==> src/rtl/snn_pkg.sv <==
// Shared SNN definitions: IMEM base addresses, spike-vector sizing, loader FSM
// state encoding and the spike-word select helper.
// No ports; imported by the loader (and by imem for the base addresses).
package snn_pkg;

   // Axon memory base per core. The same values are decoded by imem.
   localparam logic [31:0] IMEM_BASE_CORE0 = 32'h8000_0000;
   localparam logic [31:0] IMEM_BASE_CORE1 = 32'h8001_0000;

   // 256 axons per core, carried as 8 x 32-bit words.
   localparam int unsigned SPIKE_WORDS = 8;

   typedef enum logic [2:0] {
      IDLE = 3'd0,
      REQ  = 3'd1,
      GAP  = 3'd2,
      DONE = 3'd3,
      ERR  = 3'd4
   } loader_state_t;

   // Word k is vec[255-32k -: 32]: word 0 is the most significant slice,
   // matching the concatenation order IMEM uses. The base of that slice is
   // (7-k)*32, which is simply {~k, 5'b0}.
   function automatic logic [31:0] spike_word(input logic [255:0] vec,
                                              input logic [2:0]   k);
      return vec[{~k, 5'b00000} +: 32];
   endfunction

endpackage

==> src/rtl/spike_wb_loader.sv <==
// Wishbone initiator that writes a latched 256-bit spike vector into one
// core's IMEM as 8 single-word writes (REQ, then GAP, for each word), then
// pulses done_o, or pulses err_o if a word is not acknowledged in time.
// Ports: start_i/core_sel_i/spike_vec_i launch a load (sampled in IDLE only);
// busy_o/done_o/err_o report status; core_en_o is the one-hot IMEM core
// select; wbm_* is the Wishbone master port. All outputs are registered.
module spike_wb_loader
   import snn_pkg::*;
#(
   parameter logic [31:0] IMEM_BASE_0 = IMEM_BASE_CORE0,
   parameter logic [31:0] IMEM_BASE_1 = IMEM_BASE_CORE1,
   parameter int unsigned NUM_WORDS   = SPIKE_WORDS,
   parameter int unsigned ACK_TIMEOUT = 16
) (
   input  logic         wb_clk_i,
   input  logic         wb_rst_ni,
   input  logic         start_i,
   input  logic         core_sel_i,
   input  logic [255:0] spike_vec_i,
   output logic         busy_o,
   output logic         done_o,
   output logic         err_o,
   output logic [1:0]   core_en_o,
   output logic         wbm_cyc_o,
   output logic         wbm_stb_o,
   output logic         wbm_we_o,
   output logic [3:0]   wbm_sel_o,
   output logic [31:0]  wbm_adr_o,
   output logic [31:0]  wbm_dat_o,
   input  logic         wbm_ack_i
);

   localparam int unsigned     TO_W   = $clog2(ACK_TIMEOUT + 1);
   localparam logic [TO_W-1:0] TO_MAX = TO_W'(ACK_TIMEOUT);
   localparam logic [2:0]      K_LAST = 3'(NUM_WORDS - 1);

   loader_state_t   state_q;
   logic [2:0]      k_q;
   logic [TO_W-1:0] to_cnt_q;
   logic [255:0]    vec_q;
   logic [31:0]     base_q;
   logic            busy_q;
   logic            done_q;
   logic            err_q;
   logic            cyc_q;
   logic [1:0]      en_q;
   logic [31:0]     adr_q;
   logic [31:0]     dat_q;

   // Next-word values, prepared so the GAP->REQ edge can register them.
   logic [2:0]      k_d;
   logic [31:0]     adr_d;
   logic [31:0]     dat_d;
   logic [31:0]     base_d;

   always_comb begin
      k_d    = k_q + 3'd1;
      adr_d  = base_q + {27'd0, k_d, 2'b00};
      dat_d  = spike_word(vec_q, k_d);
      base_d = core_sel_i ? IMEM_BASE_1 : IMEM_BASE_0;
   end

   always_ff @(posedge wb_clk_i or negedge wb_rst_ni) begin
      if (!wb_rst_ni) begin
         state_q  <= IDLE;
         k_q      <= 3'd0;
         to_cnt_q <= '0;
         vec_q    <= '0;
         base_q   <= '0;
         busy_q   <= 1'b0;
         done_q   <= 1'b0;
         err_q    <= 1'b0;
         cyc_q    <= 1'b0;
         en_q     <= 2'b00;
         adr_q    <= '0;
         dat_q    <= '0;
      end else begin
         done_q <= 1'b0;
         err_q  <= 1'b0;
         case (state_q)
            IDLE: begin
               if (start_i) begin
                  state_q  <= REQ;
                  vec_q    <= spike_vec_i;
                  base_q   <= base_d;
                  k_q      <= 3'd0;
                  to_cnt_q <= '0;
                  busy_q   <= 1'b1;
                  en_q     <= core_sel_i ? 2'b10 : 2'b01;
                  cyc_q    <= 1'b1;
                  // vec_q is not loaded yet, so word 0 comes from the input.
                  adr_q    <= base_d;
                  dat_q    <= spike_word(spike_vec_i, 3'd0);
               end
            end
            REQ: begin
               if (wbm_ack_i) begin
                  state_q  <= GAP;
                  cyc_q    <= 1'b0;
                  to_cnt_q <= '0;
               end else if (to_cnt_q == TO_MAX) begin
                  // Counter stops here: ERR is entered instead of wrapping.
                  state_q <= ERR;
                  cyc_q   <= 1'b0;
                  err_q   <= 1'b1;
               end else begin
                  to_cnt_q <= to_cnt_q + 1'b1;
               end
            end
            GAP: begin
               // Ack is ignored here: the slave's registered ack lingers.
               if (k_q == K_LAST) begin
                  state_q <= DONE;
                  done_q  <= 1'b1;
               end else begin
                  state_q <= REQ;
                  k_q     <= k_d;
                  adr_q   <= adr_d;
                  dat_q   <= dat_d;
                  cyc_q   <= 1'b1;
               end
            end
            DONE, ERR: begin
               state_q <= IDLE;
               busy_q  <= 1'b0;
               en_q    <= 2'b00;
               adr_q   <= '0;
               dat_q   <= '0;
            end
            default: state_q <= IDLE;
         endcase
      end
   end

   // Strobe, write enable and byte lanes are all asserted exactly in REQ.
   assign busy_o    = busy_q;
   assign done_o    = done_q;
   assign err_o     = err_q;
   assign core_en_o = en_q;
   assign wbm_cyc_o = cyc_q;
   assign wbm_stb_o = cyc_q;
   assign wbm_we_o  = cyc_q;
   assign wbm_sel_o = {4{cyc_q}};
   assign wbm_adr_o = adr_q;
   assign wbm_dat_o = dat_q;

endmodule

==> config.mk <==
export PLATFORM = sky130hd
export DESIGN_NAME = spike_wb_loader
export DESIGN_NICKNAME = d
export VERILOG_FILES = /design/src/rtl/snn_pkg.sv /design/src/rtl/spike_wb_loader.sv
export SDC_FILE = /design/constraint.sdc
export NUM_CORES = 1
export LEC_CHECK = 0
export CELL_PAD_IN_SITES_DETAIL_PLACEMENT = 1
export CELL_PAD_IN_SITES_GLOBAL_PLACEMENT = 2
export CORE_MARGIN = 2
export CORE_UTILIZATION = 25
export DETAILED_ROUTE_END_ITERATION = 12
export PLACE_DENSITY = 0.6
export SLEW_MARGIN = 10
export SYNTH_ARGS = -nofsm -noshare
export SYNTH_HDL_FRONTEND = slang
export SYNTH_SLANG_ARGS = --single-unit
==> constraint.sdc <==
create_clock -name wb_clk_i -period 4.6 [get_ports wb_clk_i]
set_input_delay 0.46 -clock wb_clk_i [delete_from_list [all_inputs] [get_ports wb_clk_i]]
set_output_delay 0.46 -clock wb_clk_i [all_outputs]
set_load 0.01 [all_outputs]
## Yosys cells after proc, flatten, opt, wreduce, memory -nomap -nowiden

Cells that the tools add are included.

| storage, ports and cells | value |
|---|---|
| bits in registers | 369 |
| word-level logic and storage cells | 74 |
| output and inout port bits | 76 |

| cells by class | value |
|---|---|
| shift-type cells | 1 |
| reductions and logical operators | 14 |
| add/sub/neg operators | 3 |
| bitwise operators | 1 |
| mux-type cells | 33 |
| equality and inequality tests | 10 |

Operators by type and width:

| cell | number |
|---|---|
| $shiftx A256 B9 Y32 | 1 |
| $pmux W32 S3 | 2 |
| $mux W32 | 4 |
| $add A32 B5 Y32 | 1 |
| $mux W17 | 1 |
| $mux W3 | 5 |
| $mux W5 | 3 |
| $pmux W5 S2 | 1 |
| $mux W1 | 9 |
| $pmux W3 S3 | 1 |
| $reduce_and A3 Y1 | 3 |
| $eq A3 B2 Y1 const B | 2 |
| $eq A3 B3 Y1 const B | 2 |
| $mux W2 | 3 |
| $ne A3 B3 Y1 const B | 2 |
| $pmux W3 S2 | 1 |
| $reduce_and A2 Y1 | 3 |
| $reduce_bool A2 Y1 | 3 |
| $reduce_bool A3 Y1 | 2 |
| $add A5 B1 Y5 const B | 1 |
| $eq A5 B5 Y1 const B | 1 |
| $ne A2 B2 Y1 const B | 2 |
| $pmux W2 S2 | 1 |
| $reduce_and A4 Y1 | 1 |
| other kinds (7) | 7 |

## Logic depth before layout (Yosys ltp)

Gate-level depths: netlist (run 1).

| depth | value |
|---|---|
| word-level depth | 5 |
| depth in mapped cells | 8 |
| mapped depth without buffers | 6 |

## Worst setup path after synthesis (run 1)

No wires, ideal clock.

| timing path | value |
|---|---|
| path kind | register -> register |
| from | reg k_q[0] |
| to | reg dat_q[25], in the netlist wbm_dat_o[25] |
| clock period less this slack | 1950 ps |
| library setup time | 119 ps |
| arrival | 1831 ps |
| slack | 2650 ps |
| buffers on the path | 2 |
| cell stages (with the launch flop) | 8 |
| required time | 4481 ps |
| path through | dfrtp_1 ha_1 clkbuf_1 buf_2 mux4_2 nand2_1 o2111ai_1 o21a_1 |

| on the way | value |
|---|---|
| cells in the longest elaborated chain, start to end | 5 |

Ends and longest elaborated chain:

| element | line | text |
|---|---|---|
| from (decl) | spike_wb_loader.sv:38 | `logic [2:0] k_q;` |
| from (signal assigned) | spike_wb_loader.sv:117 | `k_q <= k_d;` |
| $add A3 B1 Y3 | spike_wb_loader.sv:57 | `k_d = k_q + 3'd1;` |
| $not A3 Y3 | snn_pkg.sv:26 | `return vec[{~k, 5'b00000} +: 32];` |
| $shiftx A256 B9 Y32 | snn_pkg.sv:26 |  |
| $mux W32 | spike_wb_loader.sv:112 | `if (k_q == K_LAST) begin` |
| $pmux W32 S3 | spike_wb_loader.sv:80 | `case (state_q)` |
| to (signal assigned) | spike_wb_loader.sv:93 | `dat_q <= spike_word(spike_vec_i, 3'd0);` |
| to (signal assigned) | spike_wb_loader.sv:119 | `dat_q <= dat_d;` |
| to (decl) | spike_wb_loader.sv:48 | `logic [31:0] dat_q;` |

Parallel ways exist; a longest one is shown, timed or not. The select of a mux whose other input is x is not followed.
A chain may end at the register's enable or synchronous reset.

## Worst setup path in the final report (run 1)

| timing path | value |
|---|---|
| from | reg k_q[0] |
| to | reg dat_q[24], in the netlist wbm_dat_o[24] |

The elaborated chain is that of the path after synthesis.

==> summary.md, run 1 <==
| Metric | Value |
|---|---|
| Status | `finished, violations left` |
| Violated checks | `negative hold slack` |
| Clock Latency Late Sink | `roughly 560 ps` |
| Setup tns final | `0 ps` |
| Synth area leaders | `dfrtp_1 (54%), mux2_1 (14%), mux4_2 (9.9%)` |
| Top FF cell, synth | `dfrtp_1` |
| Worst flop-to-flop path endpoint | `wbm_dat_o[24]` |
| CP Capture Type | `flop` |
| CTS buffer count | `40` |
| Dpl hpwl | `32000 µm` |
| Met3 usage | `3.60%` |
| Core area | `57600 µm²` |
| FP Rows | `88` |
| Width of the die | `245 µm` |
| Final setup violating endpoints | `0` |
| Drt wl/cell | `between 20 and 25 µm` |
| Initial DRT Pass Iterations | `4` |
| Worst setup SP type | `flop` |
| GP Congestion | `between 0.7 and 0.8` |
| CTS resizes | `0` |
| Worst Path Required | `5040 ps` |
| I/O Buffers | `309` |
| Slew headroom | `~37%` |
| Via count | `just under 10000` |
| CP arrival | `between 3000 and 4000 ps` |
| Final Hold Fails | `14` |
| Antenna Nets Post-Route | `0` |
| Fillers | `between 6000 and 7000` |
| Initial antenna violation count | `9` |
| Leak | `7.67 nW` |
| CP Max Fanout | `40` |
| Max-cap violations | `0` |
| Starting density of the core | `about a quarter` |
| CTS Buffer Depth | `3` |
| Period minus WS final | `~2900 ps` |
| Share of layout cells above drive strength 1 | `18.0%` |
| Final worst-path cycle share | `62.6%` |
| Share of the synthesized area in the top cell type | `53.7%` |
| HP Class | `in -> async` |
| Clock-pin slew on the worst setup and hold paths | `roughly 60 ps` |
| Clk root buf | `clkbuf_16` |
| # nets final | `1576` |
| Hold Buf Count CTS | `0` |
| Setup crit end | `wbm_dat_o[24]` |
| Unrepaired setup endpoints after global routing | `false` |
| Number of synthesized flops with an enable pin | `0` |
| Seq cells post-synth | `312` |
| Final global-route overflow total | `0` |
| Area growth syn-to-layout | `34.7%` |
| Flop2flop setup slack | `1720 ps` |
| Die height | `245 µm` |
| H-tree level count | `2` |
| CTS tree | `yes` |
| Register area share after synthesis | `a little over half` |
| Hold_ws | `-53.6 ps` |
| Post-synth cell types | `49` |
| GRT Overall Usage | `approximately 16%` |
| Final wirelength | `about 48000 µm` |
| Slew Limit Fails | `0` |
| VDD IR-drop max | `0.000308 V` |
| Worst-Margin Slew | `943 ps` |
| Top cell type by total area after synthesis | `dfrtp_1` |
| First-pass GRT wire length | `between 70000 and 80000 µm` |
| Worst R2R Path Depth | `6` |
| DRC violations left | `0` |
| Vias per cell | `4.58` |
| Pin count of the biggest net entering global routing | `between 100 and 150` |
| Crit path from | `k_q[0]` |
| Met2 Use GR | `26.0%` |
| Pwr Density | `654 nW/µm²` |
| Avg Cell Area, Syn | `~14 µm²` |
| TritonCTS Sinks | `312` |
| IO Pins | `337` |
| Area of the die | `between 60000 and 70000 µm²` |
| Vias in the first global route | `10700` |
| Starting DRT DRC Count | `approximately 430` |
| Busiest grt layer | `met2` |
| Synthesized area | `14600 µm²` |
| Met1 GRT Util | `21.6%` |
| Reg2reg start | `k_q[0]` |
| Async SR Flop Fraction | `100%` |
| # Post-CTS Setup Buffers | `0` |
| Post-Synthesis Cells | `1019` |
| FMAX | `347 MHz` |
| Final clock skew | `between 20 and 30 ps` |
| Count of yosys warnings during synthesis | `0` |
| Setup CP Type | `reg -> reg` |
cell usage after synthesis (2+ instances only):
cell type,number
dfrtp_1,312
mux2_1,187
mux2_2,72
nand2_1,70
mux4_2,64
buf_4,47
a21oi_1,36
o21a_1,33
o2111ai_1,32
buf_2,27
nand2b_1,24
clkbuf_1,18
buf_6,14
nor2_1,9
or2b_1,9
inv_1,7
nor3_1,6
a22o_1,5
o21ai_0,5
ha_1,4
buf_1,3
a211oi_1,2
a21o_1,2
and2_1,2
nand4_1,2
nor2b_1,2
nor3b_1,2
xor2_1,2
kinds of logic after synthesis:
group,share of synthesized area (%)
AO/OA/AOI/OAI,6.00
XOR/XNOR,0.120
adder cells (fa/ha/maj),0.344
buffers and inverters,5.19
flip-flops,53.7
multiplexers,30.0
other,0.0258
AND/OR/NAND/NOR,4.64
worst max-delay path, cell delays in order (launching register included):
cell and delay (ps):
dfrtp_4 740, ha_4 930, buf_4 380, mux4_2 350
nand2_1 90, o2111ai_1 120, o21a_1 150
layer usage:
metal,part of all wire [%],wire (µm)
met5,0.11,54
met4,2.1,990
met3,5.2,2490
met2,48,22700
met1,45,21400
cell usage in the layout, fill, tap and decap left out, types with 7 or more instances in the layout:
| cell type | instances |
|---|---|
| conb_1 | 27 |
| clkbuf_1 | 8 |
| mux2_1 | 187 |
| nand2b_1 | 24 |
| nand2_1 | 70 |
| or2b_1 | 9 |
| buf_4 | 19 |
| inv_1 | 7 |
| dfrtp_1 | 309 |
| clkbuf_16 | 40 |
| o21a_1 | 32 |
| nor2_1 | 9 |
| clkdlybuf4s50_1 | 307 |
| a21oi_1 | 36 |
| clkbuf_8 | 13 |
| mux2_2 | 72 |
| mux4_2 | 64 |
| o2111ai_1 | 32 |
where the power goes:
group,switching [W],leakage (nW),total (W),internal (W)
registers,0.000844,3.69,0.00497,0.00412
clock network,0.00127,0.650,0.00315,0.00187
logic,0.00202,3.33,0.00470,0.00268
total,0.00414,7.67,0.0128,0.00868
metrics by stage:
step / worst slack, ps / cell area [µm²] / power (W) / utilization (%) / std cells
3_5_place_dp: 1630 / 18300 / 0.00983 / 31.7 / 2034
2_1_floorplan: 2650 / 14600 / 0.00796 / - / 1045
3_3_place_gp: 1700 / 18300 / 0.00971 / 31.7 / 2034
5_1_grt: 1450 / 19600 / 0.0137 / 34.0 / 2108
6_report: 1720 / 19600 / 0.0128 / 34.0 / 2110
4_1_cts: 1630 / 19600 / 0.0131 / 34.0 / 2107
sequential cells by signal, indices dropped and copies added, names as in the netlist:
name       flops
vec_q        256
wbm_cyc_o      1
busy_o         1
k_q            3
core_en_o      2
done_o         1
wbm_dat_o     32
to_cnt_q       5
base_q         2
state_q        3
wbm_adr_o      5
err_o          1
worst min-delay path by stage:
| stage | endpoint | slack (ps) | cells past startpoint |
|---|---|---|---|
| after global placement | vec_q[105] | 460 | 1 |
| after floorplan | base_q[16] | 160 | 0 |
| after detailed placement | vec_q[16] | 470 | 1 |
| after global routing | vec_q[166] | 30 | 1 |
| final | vec_q[194] | -50 | 1 |
| after CTS | vec_q[166] | 2 | 1 |
cell type report:
type / count / area (µm²) / area share (%)
diodes: 3 / 7.51 / 0.0383
multi-input cells: 616 / 6140 / 31.3
flip-flops and latches: 312 / 7810 / 39.9
repair buffers: 333 / 3340 / 17.0
clock inverters: 12 / 109 / 0.555
inverters: 8 / 30.0 / 0.153
well taps: 765 / 957 / 4.88
clock buffers: 61 / 1210 / 6.17
Power figures use the tool's default switching activity.
==> run 2, diff against run 1 <==
PLACE_DENSITY = 0.62   (was 0.6)
clock period = 2.4 ns   (was 4.6 ns; I/O delays follow)
==> summary.md, run 2 (synthesis results as in run 1) <==
| Metric | Value |
|---|---|
| Setup tns final | `0 ps` |
| Antenna Nets Post-Route | `0` |
| Final global-route overflow total | `0` |
| Max stage delay cell, worst path | `dfrtp_4` |
| Commonest non-fill, non-tap cell in the layout | `dfrtp_1` |
| Period minus WS final | `2160 ps` |
| Area growth syn-to-layout | `35.8%` |
| Critical path buffers and inverters | `1` |
| Max FFs per register | `256` |
| Initial antenna violation count | `6` |
| Tot Pwr | `0.0245 W` |
| FMAX | `462 MHz` |
| Worst Path Required | `~2900 ps` |
| Fillers | `6030` |
| Max-cap violations | `0` |
| GRT Overall Usage | `between 10% and 20%` |
| Slew Limit Fails | `0` |
| Hold_ws | `211 ps` |
| Setup CP Type | `reg -> reg` |
| Pin count of the biggest net entering global routing | `76` |
| Worst setup SP type | `flop` |
| Starting DRT DRC Count | `431` |
| N_diodes | `0` |
| Reg2reg start | `k_q[0]` |
| CP Max Fanout | `14` |
| Starting density of the core | `25.3%` |
| GP Congestion | `0.765` |
| VDD IR-drop max | `between 0.0005 and 0.0006 V` |
| Core area | `57600 µm²` |
| Final clock skew | `about 20 ps` |
| CP Capture Type | `flop` |
| Vias in the first global route | `10900` |
| First-pass GRT wire length | `71000 µm` |
| Unrepaired setup endpoints after global routing | `false` |
| Largest Register | `vec_q` |
| Final Hold Fails | `0` |
| Final setup violating endpoints | `0` |
| Final wirelength | `46900 µm` |
| DRC violations left | `0` |
| Initial DRT Pass Iterations | `4` |
| Crit path from | `k_q[0]` |
| H-tree level count | `2` |
| Die height | `between 200 and 250 µm` |
| Width of the die | `245 µm` |
| Dpl hpwl | `between 30000 and 40000 µm` |
| Register area | `7810 µm²` |
| Drt wl/cell | `22.1 µm` |
| Largest delay share family, worst path | `flip-flops` |
| Clock-pin slew on the worst setup and hold paths | `60 ps` |
| Hold wc startpoint | `start_i` |
| Vias per cell | `roughly 4.6` |
| Via count | `9653` |
| Clock Latency Late Sink | `570 ps` |
| Worst-Margin Slew | `753 ps` |
| CTS buffer count | `39` |
| Slew headroom | `49.4%` |
| Clk root buf | `clkbuf_16` |
| Worst-path cell chain | `ha_4 -> ha_1 -> nor4b_4 -> buf_4 -> nand2_1 -> o2111ai_1 -> o21a_1` |
| Max stage delay on crit path | `roughly 520 ps` |
| Status | `completed` |
| Final worst-path cycle share | `between 90% and 100%` |
| HP Class | `in -> reg` |
| Most frequent cells in the layout | `dfrtp_1 (309), clkdlybuf4s50_1 (307), mux2_1 (187)` |
| CTS tree | `yes` |
| Share of layout cells above drive strength 1 | `18.3%` |
| I/O Buffers | `around 310` |
| FP Rows | `between 80 and 90` |
| IO Pins | `337` |
| Final std cells w/o fill | `2120` |
| # Post-CTS Setup Buffers | `0` |
| Placed cells | `2054` |
| CTS Buffer Depth | `3` |
| Leak | `between 7 and 8 nW` |
| TritonCTS Sinks | `312` |
| Flop2flop setup slack | `240 ps` |
| Pwr Density | `1240 nW/µm²` |
| Multi-input gate area | `6140 µm²` |
| CP arrival | `2650 ps` |
| Area of the die | `~60000 µm²` |
| # nets final | `1596` |
[run 2: changes by cell type in the layout (fill, tap and decap cells not counted), sizes merged]
cell and change:
clkinvlp -2, dlygate4sd3 +1, buf +20, clkbuf -6, diode -3
[run 2: routing by layer]
layer	up-vias	track usage (%)	part of all wire, %	routed length [µm]
li1	4305	-	-	-
met1	5032	20.4	43	20300
met2	237	26.2	49	22900
met3	71	3.63	5.7	2670
met4	8	4.61	2.3	1080
met5	-	0	0.11	52
[run 2: cell type report]
class | count | share of cell area (%)
clock inverter | 10 | 0.589
multi-input combinational | 616 | 31.1
tap | 765 | 4.85
sequential | 312 | 39.6
timing repair buffer | 354 | 18.4
clock buffer | 55 | 5.40
inverter | 8 | 0.152
[run 2: where the power goes]
group | leakage, nW | total (W) | switching [W] | internal (W)
logic | 3.48 | 0.00959 | 0.00418 | 0.00541
clock network | 0.579 | 0.00556 | 0.00235 | 0.00322
registers | 3.69 | 0.00935 | 0.00145 | 0.00790
[run 2: worst min-delay path, delay by kind of cell]
family / cells / cell delay [ps]
AO/OA/AOI/OAI: 1 / 80
buffers and inverters: 1 / 210
AND/OR/NAND/NOR: 1 / 190
[run 2: worst paths after layout]
path / to / cells after the start
worst max-delay path: wbm_dat_o[18] / 7
min in group asynchronous: vec_q[161] / 2
max in group asynchronous: vec_q[242] / 3
worst min-delay path: state_q[0] / 3
worst max register to register: wbm_dat_o[18] / 7
worst min register to register: vec_q[117] / 1
[run 2: repair_timing]
action,4_1_cts,5_1_grt
hold buffers,1,0
endpoints found under the hold margin,48,0
gates resized for setup,0,0
[run 2: per-stage QoR]
stage | util, % | setup slack [ps] | area [µm²]
finish | 34.3 | 237 | 19800
global route | 34.3 | 68.3 | 19800
CTS | 34.3 | 177 | 19800
detailed placement | 32.2 | 200 | 18600
global placement | 32.2 | 263 | 18600
floorplan | - | 450 | 14600
==> run 3, diff against run 2 <==
CORE_ASPECT_RATIO = 1.2   (was not set)
PLACE_DENSITY = 0.6   (was 0.62)
clock period = 2.3 ns   (was 2.4 ns; I/O delays follow)
==> summary.md, run 3 (synthesis results as in run 1) <==
| Metric | Value |
|---|---|
| CTS Buffer Depth | `3` |
| FMAX | `481 MHz` |
| HP Class | `in -> reg` |
| Pint | `0.0176 W` |
| GP Congestion | `0.754` |
| Slew Limit Fails | `0` |
| CTS buffer count | `38` |
| Clk root buf | `clkbuf_16` |
| Die height | `268 µm` |
| Max stage delay on crit path | `500 ps` |
| Flop2flop setup slack | `220 ps` |
| Dpl hpwl | `around 33000 µm` |
| FP Rows | `96` |
| Setup tns final | `0 ps` |
| Setup crit end | `wbm_dat_o[5]` |
| # nets final | `roughly 1600` |
| Core area | `57400 µm²` |
| Drt wl/cell | `22.3 µm` |
| Vias in the first global route | `10900` |
| Combinational share of power | `about two fifths` |
| Sequential fraction of design power | `38.1%` |
| Psw | `0.00806 W` |
| Max stage delay cell, worst path | `dfrtp_4` |
| Final wirelength | `46700 µm` |
| Clock Power Share | `23.5%` |
| Area of the die | `60200 µm²` |
| Fillers | `slightly above 6000` |
| Final core occ | `34.6%` |
| Pin count of the biggest net entering global routing | `69` |
| Antenna Nets Post-Route | `0` |
| Share of layout cells above drive strength 1 | `approximately a fifth` |
| Unrepaired setup endpoints after global routing | `false` |
| Worst flop-to-flop path endpoint | `wbm_dat_o[5]` |
| Commonest non-fill, non-tap cell in the layout | `dfrtp_1` |
| Worst setup SP type | `flop` |
| Final global-route overflow total | `0` |
| CP Capture Type | `flop` |
| DRC violations left | `0` |
| H-tree level count | `2` |
| Reg2reg start | `k_q[0]` |
| Worst-path cell chain | `ha_4 -> ha_1 -> nor4b_4 -> buf_4 -> nand2_1 -> o2111ai_1 -> o21a_1` |
| Max FFs per register | `256` |
| Crit. path cell count | `7` |
| Multi-input gate area | `6140 µm²` |
| Critical path buffers and inverters | `1` |
| Largest Register | `vec_q` |
| Area growth syn-to-layout | `36.4%` |
| Initial antenna violation count | `1` |
| Clock Latency Late Sink | `550 ps` |
| Starting density of the core | `25.3%` |
| Slew headroom | `56.7%` |
| I/O Buffers | `309` |
| VDD IR-drop max | `0.000530 V` |
| Final Hold Fails | `0` |
| Pwr Density | `1290 nW/µm²` |
| Final clock skew | `14.2 ps` |
| Final worst-path cycle share | `about nine tenths` |
| Worst Path Required | `~2800 ps` |
| Leak | `between 7 and 8 nW` |
| CP Max Fanout | `12` |
| Crit path from | `k_q[0]` |
| CTS tree | `yes` |
| Register area | `7810 µm²` |
| N_diodes | `0` |
| Starting DRT DRC Count | `approximately 330` |
| First-pass GRT wire length | `70600 µm` |
| CP arrival | `2560 ps` |
| Final setup violating endpoints | `0` |
| Via count | `9602` |
| Period minus WS final | `2080 ps` |
| Status | `completed` |
| Worst R2R Path Depth | `7` |
| GRT Overall Usage | `15.8%` |
| Worst-Margin Slew | `649 ps` |
| Initial DRT Pass Iterations | `4` |
| Vias per cell | `about 4.6` |
| Width of the die | `about 220 µm` |
| Most frequent cells in the layout | `dfrtp_1 (309), clkdlybuf4s50_1 (307), mux2_1 (187)` |
| Switching Fraction | `a little under a third` |
| Max-cap violations | `0` |
| Largest delay share family, worst path | `flip-flops` |
| IO Pins | `~340` |
| Clock-pin slew on the worst setup and hold paths | `60 ps` |
| Setup CP Type | `reg -> reg` |
| TritonCTS Sinks | `312` |
[run 3: changes by cell type in the layout (fill, tap and decap cells not counted), sizes merged]
cell,previous run,this run
buf,46,49
clkbuf,55,59
bufinv,1,2
clkinv,7,3
inv,10,9
[run 3: tightest hold or removal path: stages]
cell and delay [ps]:
buf_2 140, nor3_1 140, a211oi_1 70
[run 3: power groups by stage]
| stage | sequential (W) | combinational (W) | clock [W] |
|---|---|---|---|
| 2_1_floorplan | 0.00935 | 0.00657 | 0 |
| 3_3_place_gp | 0.00978 | 0.00988 | 0 |
| 3_5_place_dp | 0.00987 | 0.0101 | 0 |
| 4_1_cts | 0.00981 | 0.0101 | 0.00629 |
| 5_1_grt | 0.0101 | 0.0107 | 0.00649 |
| 6_report | 0.00976 | 0.00986 | 0.00603 |
[run 3: area by class of cell]
cell class              count  area share, %
well taps                 735           4.63
flip-flops and latches    312           39.4
multi-input cells         616           30.9
inverters                   8          0.151
clock inverters             6          0.441
repair buffers            357           18.6
clock buffers              59           5.85
[run 3: what timing repair did]
item | 4_1_cts | 5_1_grt
hold buffers | 1 | 0
resized for setup | 0 | 0
buffers inserted | 0 | 0
endpoints found under the hold margin | 59 | 0
[run 3: layer usage]
| metal | global-route usage (%) | wire length (µm) | share of wire (%) |
|---|---|---|---|
| met5 | 0 | 10 | 0.021 |
| met4 | 5.96 | 1450 | 3.1 |
| met3 | 2.30 | 1720 | 3.7 |
| met2 | 27.6 | 24000 | 51 |
| met1 | 19.7 | 19600 | 42 |
[run 3: worst min-delay path by stage]
stage	start	end	slack [ps]	depth (start not counted)
2_1_floorplan	wb_rst_ni	base_q[16]	-70	0
3_3_place_gp	wb_rst_ni	vec_q[127]	270	1
3_5_place_dp	wb_rst_ni	vec_q[127]	280	1
4_1_cts	start_i	state_q[0]	50	3
5_1_grt	start_i	state_q[0]	80	3
6_report	start_i	state_q[0]	90	3
[run 3: stage by stage]
step	hold slack (ps)	power, W	setup WS [ps]	instances	cell area (µm²)
after floorplan	-65.6	0.0159	350	1045	14600
after global placement	273	0.0197	231	2027	18600
after detailed placement	279	0.0200	208	2027	18600
after CTS	49.8	0.0262	202	2093	19800
after global routing	78.0	0.0273	110	2093	19800
final	91.1	0.0257	221	2093	19800
